`config.mk`:
```
export PLATFORM = sky130hd
export DESIGN_NAME = multi_cycle_ctrl
export DESIGN_NICKNAME = d
export VERILOG_FILES = /design/src/rtl/multi_cycle_ctrl.sv
export SDC_FILE = /design/constraint.sdc
export NUM_CORES = 1
export LEC_CHECK = 0
export CAP_MARGIN = 5
export CELL_PAD_IN_SITES_DETAIL_PLACEMENT = 0
export CELL_PAD_IN_SITES_GLOBAL_PLACEMENT = 2
export CORE_MARGIN = 2
export CORE_UTILIZATION = 23
export DETAILED_ROUTE_END_ITERATION = 7
export PLACE_DENSITY = 0.76
export SLEW_MARGIN = 20
export SYNTH_ARGS = -nofsm -noshare
export SYNTH_HDL_FRONTEND = slang
export SYNTH_SLANG_ARGS = --single-unit
export TNS_END_PERCENT = 20
```
`constraint.sdc`:
```
create_clock -name clk -period 2.5 [get_ports clk]
set_clock_uncertainty 0.15 [all_clocks]
set_input_delay 0.5 -clock clk [delete_from_list [all_inputs] [get_ports clk]]
set_output_delay 0.5 -clock clk [all_outputs]
set_load 0.02 [all_outputs]
```
`src/rtl/multi_cycle_ctrl.sv`:
```
// Main control FSM for the multi-cycle RV32I core.
// Sequences each instruction through fetch, decode, execute, memory and
// write-back steps, driving the datapath enables and mux selects. It
// handshakes with variable-latency instruction and data memories, halts
// on an illegal opcode, and counts retired instructions.
//
// Ports:
//   clk, rst         clock, synchronous active-high reset
//   opcode[6:0]      instruction register opcode field (valid from DECODE)
//   instReady        instruction memory has completed the fetch
//   dataReady        data memory has completed the access
//   branchTaken      branch comparator result
//   instReq, irWrite, pcWrite, pcSrc[1:0]        fetch / PC control
//   aluSrcA[1:0], aluSrcB[1:0], aluOp[1:0]       ALU control
//   dataReq, dataWe                              data memory control
//   regWrite, wbSel[1:0]                         register write-back control
//   halted, state_o[3:0], instRetired[31:0]      status / debug
module multi_cycle_ctrl (
  input  logic        clk,
  input  logic        rst,
  input  logic [6:0]  opcode,
  input  logic        instReady,
  input  logic        dataReady,
  input  logic        branchTaken,
  output logic        instReq,
  output logic        irWrite,
  output logic        pcWrite,
  output logic [1:0]  pcSrc,
  output logic [1:0]  aluSrcA,
  output logic [1:0]  aluSrcB,
  output logic [1:0]  aluOp,
  output logic        dataReq,
  output logic        dataWe,
  output logic        regWrite,
  output logic [1:0]  wbSel,
  output logic        halted,
  output logic [3:0]  state_o,
  output logic [31:0] instRetired
);

  localparam int unsigned STATE_W = 4;
  localparam int unsigned CNT_W   = 32;

  localparam logic [6:0] OP_R      = 7'b0110011;
  localparam logic [6:0] OP_I      = 7'b0010011;
  localparam logic [6:0] OP_LOAD   = 7'b0000011;
  localparam logic [6:0] OP_STORE  = 7'b0100011;
  localparam logic [6:0] OP_BRANCH = 7'b1100011;
  localparam logic [6:0] OP_JAL    = 7'b1101111;
  localparam logic [6:0] OP_JALR   = 7'b1100111;
  localparam logic [6:0] OP_LUI    = 7'b0110111;
  localparam logic [6:0] OP_AUIPC  = 7'b0010111;

  typedef enum logic [STATE_W-1:0] {
    S_FETCH  = 4'd0,
    S_DECODE = 4'd1,
    S_EXEC_R = 4'd2,
    S_EXEC_I = 4'd3,
    S_ADDR   = 4'd4,
    S_MEM_RD = 4'd5,
    S_MEM_WR = 4'd6,
    S_WB_ALU = 4'd7,
    S_WB_MEM = 4'd8,
    S_BRANCH = 4'd9,
    S_JAL    = 4'd10,
    S_JALR   = 4'd11,
    S_LUI    = 4'd12,
    S_HALT   = 4'd15
  } state_t;

  state_t           r_state;
  state_t           w_next;
  logic [CNT_W-1:0] r_retired;
  logic             w_retire;

  // State register
  always_ff @(posedge clk) begin
    if (rst) r_state <= S_FETCH;
    else     r_state <= w_next;
  end

  // Next-state logic
  always_comb begin
    w_next = r_state;
    unique case (r_state)
      S_FETCH:  w_next = instReady ? S_DECODE : S_FETCH;
      S_DECODE: begin
        unique case (opcode)
          OP_R:               w_next = S_EXEC_R;
          OP_I:               w_next = S_EXEC_I;
          OP_LOAD, OP_STORE:  w_next = S_ADDR;
          OP_BRANCH:          w_next = S_BRANCH;
          OP_JAL:             w_next = S_JAL;
          OP_JALR:            w_next = S_JALR;
          OP_LUI:             w_next = S_LUI;
          OP_AUIPC:           w_next = S_WB_ALU;
          default:            w_next = S_HALT;
        endcase
      end
      S_EXEC_R, S_EXEC_I, S_LUI: w_next = S_WB_ALU;
      S_ADDR:   w_next = (opcode == OP_LOAD) ? S_MEM_RD : S_MEM_WR;
      S_MEM_RD: w_next = dataReady ? S_WB_MEM : S_MEM_RD;
      S_MEM_WR: w_next = dataReady ? S_FETCH : S_MEM_WR;
      S_WB_ALU, S_WB_MEM, S_BRANCH, S_JAL, S_JALR: w_next = S_FETCH;
      S_HALT:   w_next = S_HALT;
      default:  w_next = S_HALT;  // unused encodings 13/14
    endcase
  end

  // Output logic; reset forces every control output low
  always_comb begin
    instReq  = 1'b0;
    irWrite  = 1'b0;
    pcWrite  = 1'b0;
    pcSrc    = 2'd0;
    aluSrcA  = 2'd0;
    aluSrcB  = 2'd0;
    aluOp    = 2'd0;
    dataReq  = 1'b0;
    dataWe   = 1'b0;
    regWrite = 1'b0;
    wbSel    = 2'd0;
    halted   = 1'b0;
    if (!rst) begin
      unique case (r_state)
        S_FETCH: begin
          instReq = 1'b1;
          aluSrcA = 2'd2;
          aluSrcB = 2'd2;
          irWrite = instReady;
          pcWrite = instReady;
        end
        S_DECODE: begin
          aluSrcA = 2'd1;
          aluSrcB = 2'd1;
        end
        S_EXEC_R: aluOp = 2'b10;
        S_EXEC_I: begin
          aluSrcB = 2'd1;
          aluOp   = 2'b11;
        end
        S_LUI: begin
          aluSrcA = 2'd3;
          aluSrcB = 2'd1;
        end
        S_ADDR:   aluSrcB = 2'd1;
        S_MEM_RD: dataReq = 1'b1;
        S_MEM_WR: begin
          dataReq = 1'b1;
          dataWe  = 1'b1;
        end
        S_WB_ALU: regWrite = 1'b1;
        S_WB_MEM: begin
          regWrite = 1'b1;
          wbSel    = 2'd1;
        end
        S_BRANCH: begin
          aluOp   = 2'b01;
          pcSrc   = 2'd1;
          pcWrite = branchTaken;
        end
        S_JAL: begin
          regWrite = 1'b1;
          wbSel    = 2'd2;
          pcSrc    = 2'd1;
          pcWrite  = 1'b1;
        end
        S_JALR: begin
          aluSrcB  = 2'd1;
          pcSrc    = 2'd2;
          pcWrite  = 1'b1;
          regWrite = 1'b1;
          wbSel    = 2'd2;
        end
        S_HALT:   halted = 1'b1;
        default:  ;
      endcase
    end
  end

  // An instruction retires on any transition back into FETCH
  assign w_retire = (r_state != S_FETCH) && (w_next == S_FETCH);

  // Retired-instruction counter, wraps naturally
  always_ff @(posedge clk) begin
    if (rst)           r_retired <= '0;
    else if (w_retire) r_retired <= r_retired + CNT_W'(1);
  end

  assign state_o     = r_state;
  assign instRetired = r_retired;

endmodule
```
[Word level (Yosys, flattened, before mapping)]
Cells that the tools add are included.
Word-level totals
  register bits after elaboration: 36
  bits of input ports: 12
  output and inout bits: 53
Operators by class
  mux-type cells: 30
  reductions and logical operators: 12
  eq/ne operators: 22
  add/subtract/negate cells: 1
Operator list (number)
  $add A32 B1 Y32 const B: 1
  $pmux W4 S8: 1
  $pmux W4 S7: 1
  $eq A4 B4 Y1 const B: 6
  $eq A7 B6 Y1 const B: 3
  $eq A7 B7 Y1 const B: 3
  $eq A4 B3 Y1 const B: 4
  $eq A7 B5 Y1 const B: 2
  $mux W1: 14
  $mux W2: 6
  $pmux W2 S2: 3
  $pmux W2 S3: 2
  $reduce_or A5 Y1: 2
  $eq A4 B2 Y1 const B: 2
  $logic_not A4 Y1: 2
  $reduce_or A2 Y1: 4
  $eq A7 B2 Y1 const B: 1
  $eq A4 B1 Y1 const B: 1
  $mux W4: 1
  $reduce_bool A4 Y1: 1
  $reduce_or A4 Y1: 1
  $mux W3: 1
  $pmux W1 S3: 1
  $reduce_or A3 Y1: 1
  $logic_and A1 B1 Y1: 1

[Longest topological paths before layout]
  depth in word-level cells: 6
  mapped depth: 9
  depth with buffers taken out: 8

[Worst setup path before layout]
OpenSTA, ideal clock, no wires.
  kind: input -> register
  start point: input opcode[6]
  end point: register r_retired[6] (netlist: instRetired[6])
  setup slack: -0.112 ns
  data required time: 2.279 ns
  data arrival time: 2.392 ns
  setup time: 0.071 ns
  path buffers: 0
  cell stages on the path: 6
  cell sequence: nand4bb_1 or3_1 a311oi_4 nand3_4 or4_1 a21oi_1
Between the ends
  cells in the longest elaborated chain, start to end: 6
  elaborated cells between the ends (all ways): 15
  classes of those cells: eq/ne (9); mux (3); reduce/logical (3)
RTL lines
  from (decl): line 21  | input logic [6:0] opcode,
  $eq A7 B2 Y1 or $eq A7 B6 Y1 (tied branches): line 88, 101
  $reduce_or A2 Y1: line 88  | unique case (opcode)
  $pmux W4 S8: line 88
  $pmux W4 S7 (*): line 85  | unique case (r_state)
  $logic_not A4 Y1 (*): line 182  | assign w_retire = (r_state != S_FETCH) && (w_next == S_FETCH);
  $logic_and A1 B1 Y1 (*): line 182
  to (signal assigned): line 187  | else if (w_retire) r_retired <= r_retired + CNT_W'(1);
  to (decl): line 73  | logic [CNT_W-1:0] r_retired;
Every way passes the cells marked *; elsewhere a longest branch is shown, timed or not.
A chain may end at the register's enable or synchronous reset.

[Final worst setup path]
  start point: input opcode[4]
  end point: register r_retired[17] (netlist: instRetired[17])
Same word-level chain as after synthesis.

==> results.json <==
{
  "ys_top_cells_by_count": "dfxtp_1 (36), a21oi_1 (28), nor2_1 (27)",
  "clkSinkCount": 36,
  "worst_hold_path_type": "reg2reg",
  "ys_ff_latch": 36,
  "whs_ns": 0.3384,
  "critPathCaptureType": "register",
  "reg2reg_from": "state_o[1]",
  "worstSetupStartpoint": "opcode[4]",
  "r2r_slack_ns": 0.10,
  "yosys_warnings": 0,
  "period_needed_ns": 2.493,
  "clock_latency_ns": 0.28,
  "post-route-period-util_pct": 99.70,
  "cp_max_fo": 6,
  "relSlewSlack_pct": 62.50,
  "path_clk_slew_ns": 0.07,
  "place_congestion": 0.8558,
  "postSynthCellCount": 288,
  "fmaxAchievable_mhz": 401.2,
  "final_hold_viol_count": 0,
  "place_ws_ns": -0.7449,
  "grt_usage_pct": 14.45,
  "yosysSeqAreaShare_pct": 33.12,
  "setup_violations": 0,
  "cts-htree-levels": 2,
  "cap_violations": 0,
  "cp.required_ns": 2.57,
  "syn_nets": 301,
  "via_count": 2556,
  "floorplan.initialDensity_pct": 23.66,
  "hpwl_mm": 5.213,
  "yosysMostFrequentCell": "dfxtp_1",
  "wire_per_inst_um": 13.89,
  "drv_slew": 0,
  "grt_pass1_wl_mm": 12.05,
  "reg2regPathDepth": 7,
  "met1_usage_pct": 18.98,
  "rows": 35,
  "grt_overflow_total": 0,
  "via_per_inst": 4.934,
  "placed_cells": 500,
  "finalPower_mw": 2.764,
  "top_usage_layer": "met2",
  "yosysTopAreaCellShare_pct": 33.12,
  "async_flop_share_pct": 0,
  "route.detailed.drc": 0,
  "tightest_slew_ns": 0.5613,
  "yosysUniqueCellTypes": 49,
  "syn2layout_area_growth_pct": 64.58,
  "setup_slack_ns": 0.007489,
  "grt_start_max_net_pins": 26,
  "die_area_um2": 10250,
  "synthFlopType": "dfxtp_1",
  "status": "finished, final reports clean",
  "clockRootBuffer": "clkbuf_8",
  "dr.pass1.iters": 4,
  "p_per_area_nw_per_um2": 771.9,
  "drive_gt1_share_pct": 26.78,
  "met2_usage_pct": 24.50,
  "synth_edf_count": 0,
  "antenna_found_initial": 0,
  "cts_tree": "yes",
  "setup_tns_ns": 0,
  "r2r_end": "instRetired[26]",
  "finalNonFillerCells": 518,
  "cts_buffers": 5,
  "yosys-top-cells-area": "dfxtp_1 (33%), a21oi_1 (6.4%), or3_1 (5.5%), o21ai_0 (5.1%), nor2_1 (4.7%)",
  "grt_pass1_vias": 2543,
  "critPathLaunchType": "input port",
  "fp.dieH_um": 101.3,
  "cts-hold-fix-buffers": 0,
  "core_area_um2": 9196,
  "critPathCapture": "instRetired[17]",
  "routed_wl_mm": 7.195,
  "die_w_um": 101.3,
  "netlist_area_um2": 2176,
  "crit_type": "in2reg",
  "leakage_nw": 1.300,
  "fin_nets": 420,
  "synth_top_cell_by_area": "dfxtp_1",
  "cp.arrival_ns": 2.56,
  "clk_path_buf_depth": 2,
  "final_antenna_net_count": 0,
  "met3_usage_pct": 2.692,
  "place.port_buffers": 64,
  "peakVddDrop_uv": 292.1,
  "diodes": 0,
  "pin_count": 65,
  "drt_iter0_markers": 66,
  "rsz0062_at_grt": "yes",
  "avgSynthCellArea_um2": 7.555
}
[metrics by stage]
stage,utilization (%),instance area [um2]
floorplan,-,2188
global placement,35.73,3286
detailed placement,35.73,3286
CTS,38.19,3512
global route,38.94,3581
finish,38.94,3581
[area by class of cell]
type / instances / area, um2
repair buffers: 124 / 1080
well taps: 111 / 138.9
inverters: 9 / 33.78
clock buffers: 6 / 72.57
clock inverters: 1 / 5.005
flip-flops and latches: 36 / 725.7
fillers: 945 / 5615
multi-input cells: 231 / 1525
[layout by cell type, fill, tap and decap left out, types with 4 or more instances in the layout]
cell	n
o21ai_1	4
nor2_1	26
and3_1	4
a21oi_2	4
buf_6	9
buf_4	51
xnor2_1	4
dfxtp_1	32
clkbuf_8	5
dlygate4sd2_1	15
nor3_1	11
dfxtp_2	4
nor2b_1	9
or3_1	15
clkdlybuf4s50_1	38
xor2_1	4
nand2b_1	4
a21oi_1	24
nand2_1	22
o21ai_0	18
buf_2	4
nand4_1	14
nand3_1	10
inv_1	9
or3_4	4
[power breakdown]
part	leakage [nW]	internal, mW	switching (mW)
logic	0.967	0.794	0.879
registers	0.292	0.617	0.0795
clock network	0.0410	0.190	0.205
total	1.30	1.60	1.16
[cell families (layout without fill, tap and decap cells)]
| kind of cell | after synthesis | after routing | synth area share [%] |
|---|---|---|---|
| simple gates | 147 | 148 | 36.98 |
| fa+ha+maj | 1 | 1 | 0.5750 |
| compound gates | 72 | 72 | 20.93 |
| flops | 36 | 36 | 33.12 |
| mux | 2 | 2 | 0.9776 |
| xor+xnor | 8 | 8 | 3.220 |
| buf+inv | 22 | 140 | 4.197 |
[worst max-delay path, cell delays in order]
cell,delay (ns)
buf_8,0.10
buf_6,0.12
or2_4,0.26
or3_4,0.37
a311oi_4,0.23
buf_6,0.17
nand4_1,0.17
buf_4,0.20
or3_4,0.33
a21oi_2,0.13
[worst min path at each step]
stage	from	to	cells after the start
floorplan	instRetired[31]	instRetired[31]	2
global placement	instRetired[31]	instRetired[31]	2
detailed placement	instRetired[31]	instRetired[31]	2
CTS	instRetired[31]	instRetired[31]	2
global route	instRetired[31]	instRetired[31]	2
finish	instRetired[31]	instRetired[31]	2
[metal layers]
metal  part of all wire [%]  up-vias  routed length, um
li1                       -     1296                  -
met1                     48     1199               3423
met2                     47       51               3411
met3                    3.6       10                261
met4                    1.4        0                 99
met5                      0        -                  0
[state kept, by name (all words and copies together), names as in the netlist]
name	flops
instRetired	32
state_o	4
[repair_timing]
| item | 4_1_cts | 5_1_grt |
|---|---|---|
| setup buffers | 8 | 2 |
| gates resized for setup | 67 | 29 |
| pin swaps | 29 | 14 |
| setup endpoints to repair | 49 | 33 |
| gates cloned | 1 | 0 |
Power figures use the tool's default switching activity.
